[src/rtl/mips_rtype_pkg.sv]
// mips_rtype_pkg: shared opcode/funct constants, ALU select encoding and ALU flag bundle
package mips_rtype_pkg;
  localparam logic [5:0] OP_RTYPE = 6'b000000;
  localparam logic [5:0] F_SLL  = 6'h00;
  localparam logic [5:0] F_SRL  = 6'h02;
  localparam logic [5:0] F_ADD  = 6'h20;
  localparam logic [5:0] F_ADDU = 6'h21;
  localparam logic [5:0] F_SUB  = 6'h22;
  localparam logic [5:0] F_SUBU = 6'h23;
  localparam logic [5:0] F_AND  = 6'h24;
  localparam logic [5:0] F_OR   = 6'h25;
  localparam logic [5:0] F_NOR  = 6'h27;
  localparam logic [5:0] F_SLTU = 6'h2B;
  typedef enum logic [2:0] {
    ALU_ADD = 3'b000,
    ALU_SUB = 3'b001,
    ALU_AND = 3'b010,
    ALU_OR  = 3'b011,
    ALU_NOR = 3'b100,
    ALU_SRL = 3'b101,
    ALU_SLL = 3'b110,
    ALU_XOR = 3'b111
  } alu_op_t;
  typedef struct packed {
    logic sum_cout;
    logic sub_borrow;
    logic zero;
    logic sum_ovf;
    logic sub_ovf;
  } alu_flags_t;
endpackage

[src/rtl/alu32.sv]
// alu32: 32-bit ALU with 8:1 function select plus carry/borrow, zero and overflow flags
//   a, b, ctrl, arith (srl arithmetic when 1) -> y, flags
module alu32
  import mips_rtype_pkg::*;
(
  input  logic [31:0] a,
  input  logic [31:0] b,
  input  alu_op_t     ctrl,
  input  logic        arith,
  output logic [31:0] y,
  output alu_flags_t  flags
);
  logic [32:0] sum, diff;
  logic [31:0] srl_y;
  assign sum   = {1'b0, a} + {1'b0, b};
  // bit 32 of the widened difference is the borrow of a - b
  assign diff  = {1'b0, a} - {1'b0, b};
  assign srl_y = arith ? $unsigned($signed(a) >>> b[4:0]) : a >> b[4:0];
  always_comb
    case (ctrl)
      ALU_ADD: y = sum[31:0];
      ALU_SUB: y = diff[31:0];
      ALU_AND: y = a & b;
      ALU_OR:  y = a | b;
      ALU_NOR: y = ~(a | b);
      ALU_SRL: y = srl_y;
      ALU_SLL: y = a << b[4:0];
      default: y = a ^ b;
    endcase
  assign flags.sum_cout   = sum[32];
  assign flags.sub_borrow = diff[32];
  assign flags.zero       = (y == '0);
  assign flags.sum_ovf    = (a[31] == b[31]) && (sum[31] != a[31]);
  assign flags.sub_ovf    = (a[31] != b[31]) && (diff[31] != a[31]);
endmodule

[src/rtl/control_unit.sv]
// control_unit: decodes opcode/funct into ALU select, operand-mux and write-enable controls
//   opcode, funct -> alu_ctrl, shift (A=rt, B=shamt), sltu (result from borrow), reg_write
module control_unit
  import mips_rtype_pkg::*;
(
  input  logic [5:0] opcode,
  input  logic [5:0] funct,
  output alu_op_t    alu_ctrl,
  output logic       shift,
  output logic       sltu,
  output logic       reg_write
);
  logic known;
  always_comb begin
    alu_ctrl = ALU_ADD;
    shift    = 1'b0;
    sltu     = 1'b0;
    known    = 1'b1;
    case (funct)
      F_ADD, F_ADDU: alu_ctrl = ALU_ADD;
      F_SUB, F_SUBU: alu_ctrl = ALU_SUB;
      F_AND:         alu_ctrl = ALU_AND;
      F_OR:          alu_ctrl = ALU_OR;
      F_NOR:         alu_ctrl = ALU_NOR;
      F_SLTU: begin
        alu_ctrl = ALU_SUB;
        sltu     = 1'b1;
      end
      F_SLL: begin
        alu_ctrl = ALU_SLL;
        shift    = 1'b1;
      end
      F_SRL: begin
        alu_ctrl = ALU_SRL;
        shift    = 1'b1;
      end
      default: known = 1'b0;
    endcase
    reg_write = known && (opcode == OP_RTYPE);
  end
endmodule

[src/rtl/mips_registers.sv]
// mips_registers: 32x32 register file, two async read ports, one sync write port, $0 hardwired to 0
//   clk, rst_n (async active-low clear), ra/rb -> da/db, we/wa/wd write port
module mips_registers (
  input  logic        clk,
  input  logic        rst_n,
  input  logic [4:0]  ra,
  input  logic [4:0]  rb,
  input  logic        we,
  input  logic [4:0]  wa,
  input  logic [31:0] wd,
  output logic [31:0] da,
  output logic [31:0] db
);
  logic [31:0] regs [0:31];
  always_ff @(posedge clk or negedge rst_n)
    if (!rst_n)
      for (int i = 0; i < 32; i++) regs[i] <= '0;
    else if (we && wa != 5'd0)
      regs[wa] <= wd;
  assign da = (ra == 5'd0) ? '0 : regs[ra];
  assign db = (rb == 5'd0) ? '0 : regs[rb];
endmodule

[src/rtl/mips_rtype_datapath.sv]
// mips_rtype_datapath: single-cycle R-type execute/writeback core (control, register file, ALU)
//   clk, rst_n (async active-low), instruction -> result (combinational, written to rd on clk rise)
module mips_rtype_datapath
  import mips_rtype_pkg::*;
(
  input  logic        clk,
  input  logic        rst_n,
  input  logic [31:0] instruction,
  output logic [31:0] result
);
  alu_op_t     alu_ctrl;
  alu_flags_t  flags;
  logic        shift, sltu, reg_write;
  logic [31:0] rs_data, rt_data, a, b, y;
  control_unit u_ctrl (
    .opcode    (instruction[31:26]),
    .funct     (instruction[5:0]),
    .alu_ctrl  (alu_ctrl),
    .shift     (shift),
    .sltu      (sltu),
    .reg_write (reg_write)
  );
  mips_registers u_regs (
    .clk   (clk),
    .rst_n (rst_n),
    .ra    (instruction[25:21]),
    .rb    (instruction[20:16]),
    .we    (reg_write),
    .wa    (instruction[15:11]),
    .wd    (result),
    .da    (rs_data),
    .db    (rt_data)
  );
  assign a = shift ? rt_data : rs_data;
  assign b = shift ? {27'b0, instruction[10:6]} : rt_data;
  alu32 u_alu (
    .a     (a),
    .b     (b),
    .ctrl  (alu_ctrl),
    .arith (1'b0),
    .y     (y),
    .flags (flags)
  );
  assign result = !reg_write ? '0 : sltu ? {31'b0, flags.sub_borrow} : y;
endmodule

[config.mk]
export PLATFORM = sky130hd
export DESIGN_NAME = mips_rtype_datapath
export DESIGN_NICKNAME = d
export VERILOG_FILES = /design/src/rtl/mips_rtype_pkg.sv /design/src/rtl/alu32.sv /design/src/rtl/control_unit.sv /design/src/rtl/mips_registers.sv /design/src/rtl/mips_rtype_datapath.sv
export SDC_FILE = /design/constraint.sdc
export NUM_CORES = 2
export LEC_CHECK = 0
export ABC_AREA = 1
export CORE_UTILIZATION = 41
export DETAILED_ROUTE_END_ITERATION = 6
export SETUP_SLACK_MARGIN = 0.3
export SYNTH_ARGS = -nofsm -noshare
export SYNTH_HDL_FRONTEND = slang
export SYNTH_SLANG_ARGS = --single-unit
[constraint.sdc]
create_clock -name clk -period 7.3 [get_ports clk]
set_input_delay 1.825 -clock clk [delete_from_list [all_inputs] [get_ports clk]]
set_output_delay 1.825 -clock clk [all_outputs]
set_load 0.01 [all_outputs]
==> flow_summary.json <==
{
  "r2r-start": "u_regs.regs[481]$_DFFE_PN0P_",
  "r2r_slack_ns": 2.30,
  "drc_errors": 0,
  "pin_count": 66,
  "ys_ff_latch": 1024,
  "cp_data_arrival_time_ns": 6.34,
  "first_pass_iters": 7,
  "fmax_ghz": 0.122,
  "antenna_found_initial": 8,
  "pre_cts_slack_ns": -2.55,
  "reg2reg_to": "u_regs.regs[27]$_DFFE_PN0P_",
  "track_usage_pct": 41.7,
  "synthArstFlopShare_pct": 100,
  "sw_frac_of_total_pct": 35.8,
  "vdd.ir_drop.worst_v": 0.000211,
  "min_path_cells": 0,
  "fin_skew_ns": 0.0379,
  "largestRegisters": "u_regs.regs: 1024 flops",
  "postSynthAreaPerCell_um2": 6.58,
  "layout-drive-gt1-share_pct": 23.3,
  "post-route-util_pct": 55.1,
  "synth_cells": 10500,
  "overflow": 0,
  "synth_edf_count": 0,
  "final_antenna_net_count": 0,
  "finalHoldViolCount": 0,
  "yosys.area.top_type_share_pct": 36.9,
  "gp_congestion": 1.03,
  "crit_path_start": "instruction[16]",
  "post-route-period-util_pct": 112,
  "clock_latency_ns": 0.80,
  "outcome": "finished with violations",
  "io_buffers": 65,
  "nNetsFinal": 11500,
  "crit_path_end": "result[11]",
  "p_sw_mw": 6.50,
  "crit_fanout": 7,
  "via_per_inst": 5.97,
  "grt_pass1_wl_um": 527000,
  "areaGrowthSynthToFinish_pct": 33.1,
  "yosysSeqAreaShare_pct": 36.9,
  "die_area_mm2": 0.171,
  "setup_viol": 31,
  "core_area_mm2": 0.168,
  "ys.flop_type": "dfrtp_1",
  "avgRoutedWirePerCell_um": 26.6,
  "max_slew_margin_pct": 18.3,
  "violations": "setup timing",
  "grt_max_degree": 111,
  "synth_cell_types": 62,
  "cpMostUsedCell": "nand2_2",
  "tns_ns": -19.43,
  "finalMaxSlewViolations": 0,
  "cp_slowest_cell": "ha_4",
  "final_common_cell": "nand2_1",
  "path_clk_slew_ns": 0.06,
  "routed-via-count": 81700,
  "end_kind": "output port",
  "synth_top_cell_by_area": "dfrtp_1",
  "cts_sinks": 1024,
  "syn_area_mm2": 0.0694,
  "fill_cells": 16100,
  "largest_reg_flops": 1024,
  "cts_tree": "yes",
  "syn_nets": 10700,
  "drt_iter0_drc": 12600,
  "dpl.hpwl_um": 247000,
  "cts_made_buffers": 117,
  "grt_pass1_vias": 76500,
  "powerDensity_mw_per_mm2": 197,
  "die_w_um": 413,
  "max_slew.worst_pin.slew_ns": 1.22,
  "hp-class": "flip-flop to flip-flop",
  "finalWorstSetupSlack_ns": -0.870,
  "rows": 150,
  "cap_viol_max_count": 0,
  "synthTopCellsByArea": "dfrtp_1 37%, nand2_1 19%, nand3_1 14%",
  "layout_common_cells": "3355 x nand2_1, 1776 x nand3_1, 1158 x buf_4",
  "combPwrFrac_pct": 34.0,
  "regMostFlops": "u_regs.regs",
  "die_y_um": 413,
  "crit_type": "primary input to output port",
  "startpoint_type": "primary input",
  "power_frac_seq_pct": 31.3,
  "drt-total-wl_um": 365000,
  "p_leak_nw": 46.0,
  "rsz0062_at_grt": "true",
  "min-delay-start": "u_regs.regs[1000]$_DFFE_PN0P_",
  "start_util_pct": 41.4,
  "reg2regPathDepth": 37,
  "max_stage_delay_ns": 0.25,
  "fin_crit_ns": 8.17,
  "p_int_mw": 11.7,
  "cp.required_ns": 5.48,
  "cts_max_level": 3,
  "max-clock-path-buffers": 3,
  "cts_root_buffer": "clkbuf_16",
  "synth-warning-count": 0,
  "pwr-share-clk_pct": 34.7
}
==> worst max-delay path, delay by kind of cell <==
family	cells	cell delay, ns
compound gates	4	0.74
xor+xnor	1	0.18
buf+inv	15	1.96
simple gates	17	1.35
fa+ha+maj	1	0.25
==> cell usage after synthesis, drive strengths merged, types with 2 or more instances <==
| master | number |
|---|---|
| or2 | 28 |
| a31oi | 3 |
| clkbuf | 301 |
| xor2 | 6 |
| a221oi | 18 |
| nand3 | 1942 |
| and3 | 5 |
| o22ai | 6 |
| nand4 | 60 |
| a21o | 5 |
| o211ai | 144 |
| o21a | 5 |
| a21boi | 80 |
| nor2 | 973 |
| a211oi | 6 |
| nand3b | 8 |
| ha | 98 |
| o21ai | 506 |
| nor3 | 53 |
| buf | 559 |
| o2111ai | 3 |
| dfrtp | 1024 |
| mux2i | 41 |
| a21oi | 561 |
| o21bai | 5 |
| a31o | 2 |
| o31ai | 3 |
| nor4 | 9 |
| inv | 483 |
| nand2 | 3583 |
| clkinv | 7 |
| fa | 2 |
==> power by group through the flow <==
stage | clock network (mW) | registers (mW) | logic, mW
floorplan | 0 | 5.80 | 2.16
global placement | 0 | 5.80 | 4.85
detailed placement | 0 | 5.80 | 4.84
CTS | 6.34 | 5.70 | 5.68
global route | 6.54 | 5.70 | 6.40
finish | 6.30 | 5.70 | 6.18
==> kinds of logic (layout without fill, tap and decap cells) <==
group           Yosys count  count (layout)  synth area share, %
xor+xnor                  7               7               0.0884
flops                  1024            1024                 36.9
mux                      41              41                0.592
fa+ha+maj               100             100                 1.83
simple gates           6663            6663                 40.5
compound gates         1352            1352                 11.0
buf+inv                1350            2291                 9.03
other cells               0               3                    0
==> worst min path at each step <==
stage                                    end  slack (ns)
5_1_grt        u_regs.regs[1000]$_DFFE_PN0P_        0.39
3_5_place_dp   u_regs.regs[1000]$_DFFE_PN0P_        0.37
3_3_place_gp   u_regs.regs[1000]$_DFFE_PN0P_        0.37
4_1_cts        u_regs.regs[1000]$_DFFE_PN0P_        0.38
6_report       u_regs.regs[1000]$_DFFE_PN0P_        0.38
2_1_floorplan  u_regs.regs[1000]$_DFFE_PN0P_        0.43
==> stage by stage <==
step	power, mW	cells	hold slack (ns)	area, um^2
2_1_floorplan	7.97	10500	0.429	69800
6_report	18.2	13700	0.380	92300
5_1_grt	18.6	13700	0.393	92300
4_1_cts	17.7	13600	0.383	90200
3_3_place_gp	10.7	13200	0.368	80200
3_5_place_dp	10.6	13200	0.368	80200
==> timing repair <==
| action | 4_1_cts | 5_1_grt |
|---|---|---|
| setup buffers | 124 | 57 |
| hold buffers | 0 | 0 |
| gates cloned | 50 | 7 |
| pin swaps | 235 | 189 |
| setup endpoints to repair | 88 | 32 |
| gates resized for setup | 1009 | 393 |
==> layer usage <==
layer  share of wire, %  vias up  track usage, %  wire, um
li1                   -    36100               -         -
met1                 40    39100            57.2    147000
met2                 42     5384            59.8    151000
met3                 11     1074            9.00     41400
met4                6.9        6            25.0     25000
met5             0.0093        -               0        34
==> final cells by class <==
type | count | area [um^2] | share of cell area [%]
multi-input combinational | 8163 | 41600 | 45.0
sequential | 1024 | 25600 | 27.8
timing repair buffer | 1582 | 16300 | 17.6
clock buffer | 169 | 3480 | 3.77
tap | 2204 | 2760 | 2.99
inverter | 490 | 1980 | 2.15
clock inverter | 46 | 552 | 0.598
timing repair inverter | 4 | 85.1 | 0.0922
antenna | 3 | 7.51 | 0.00813
(Power assumes the default switching activity.)
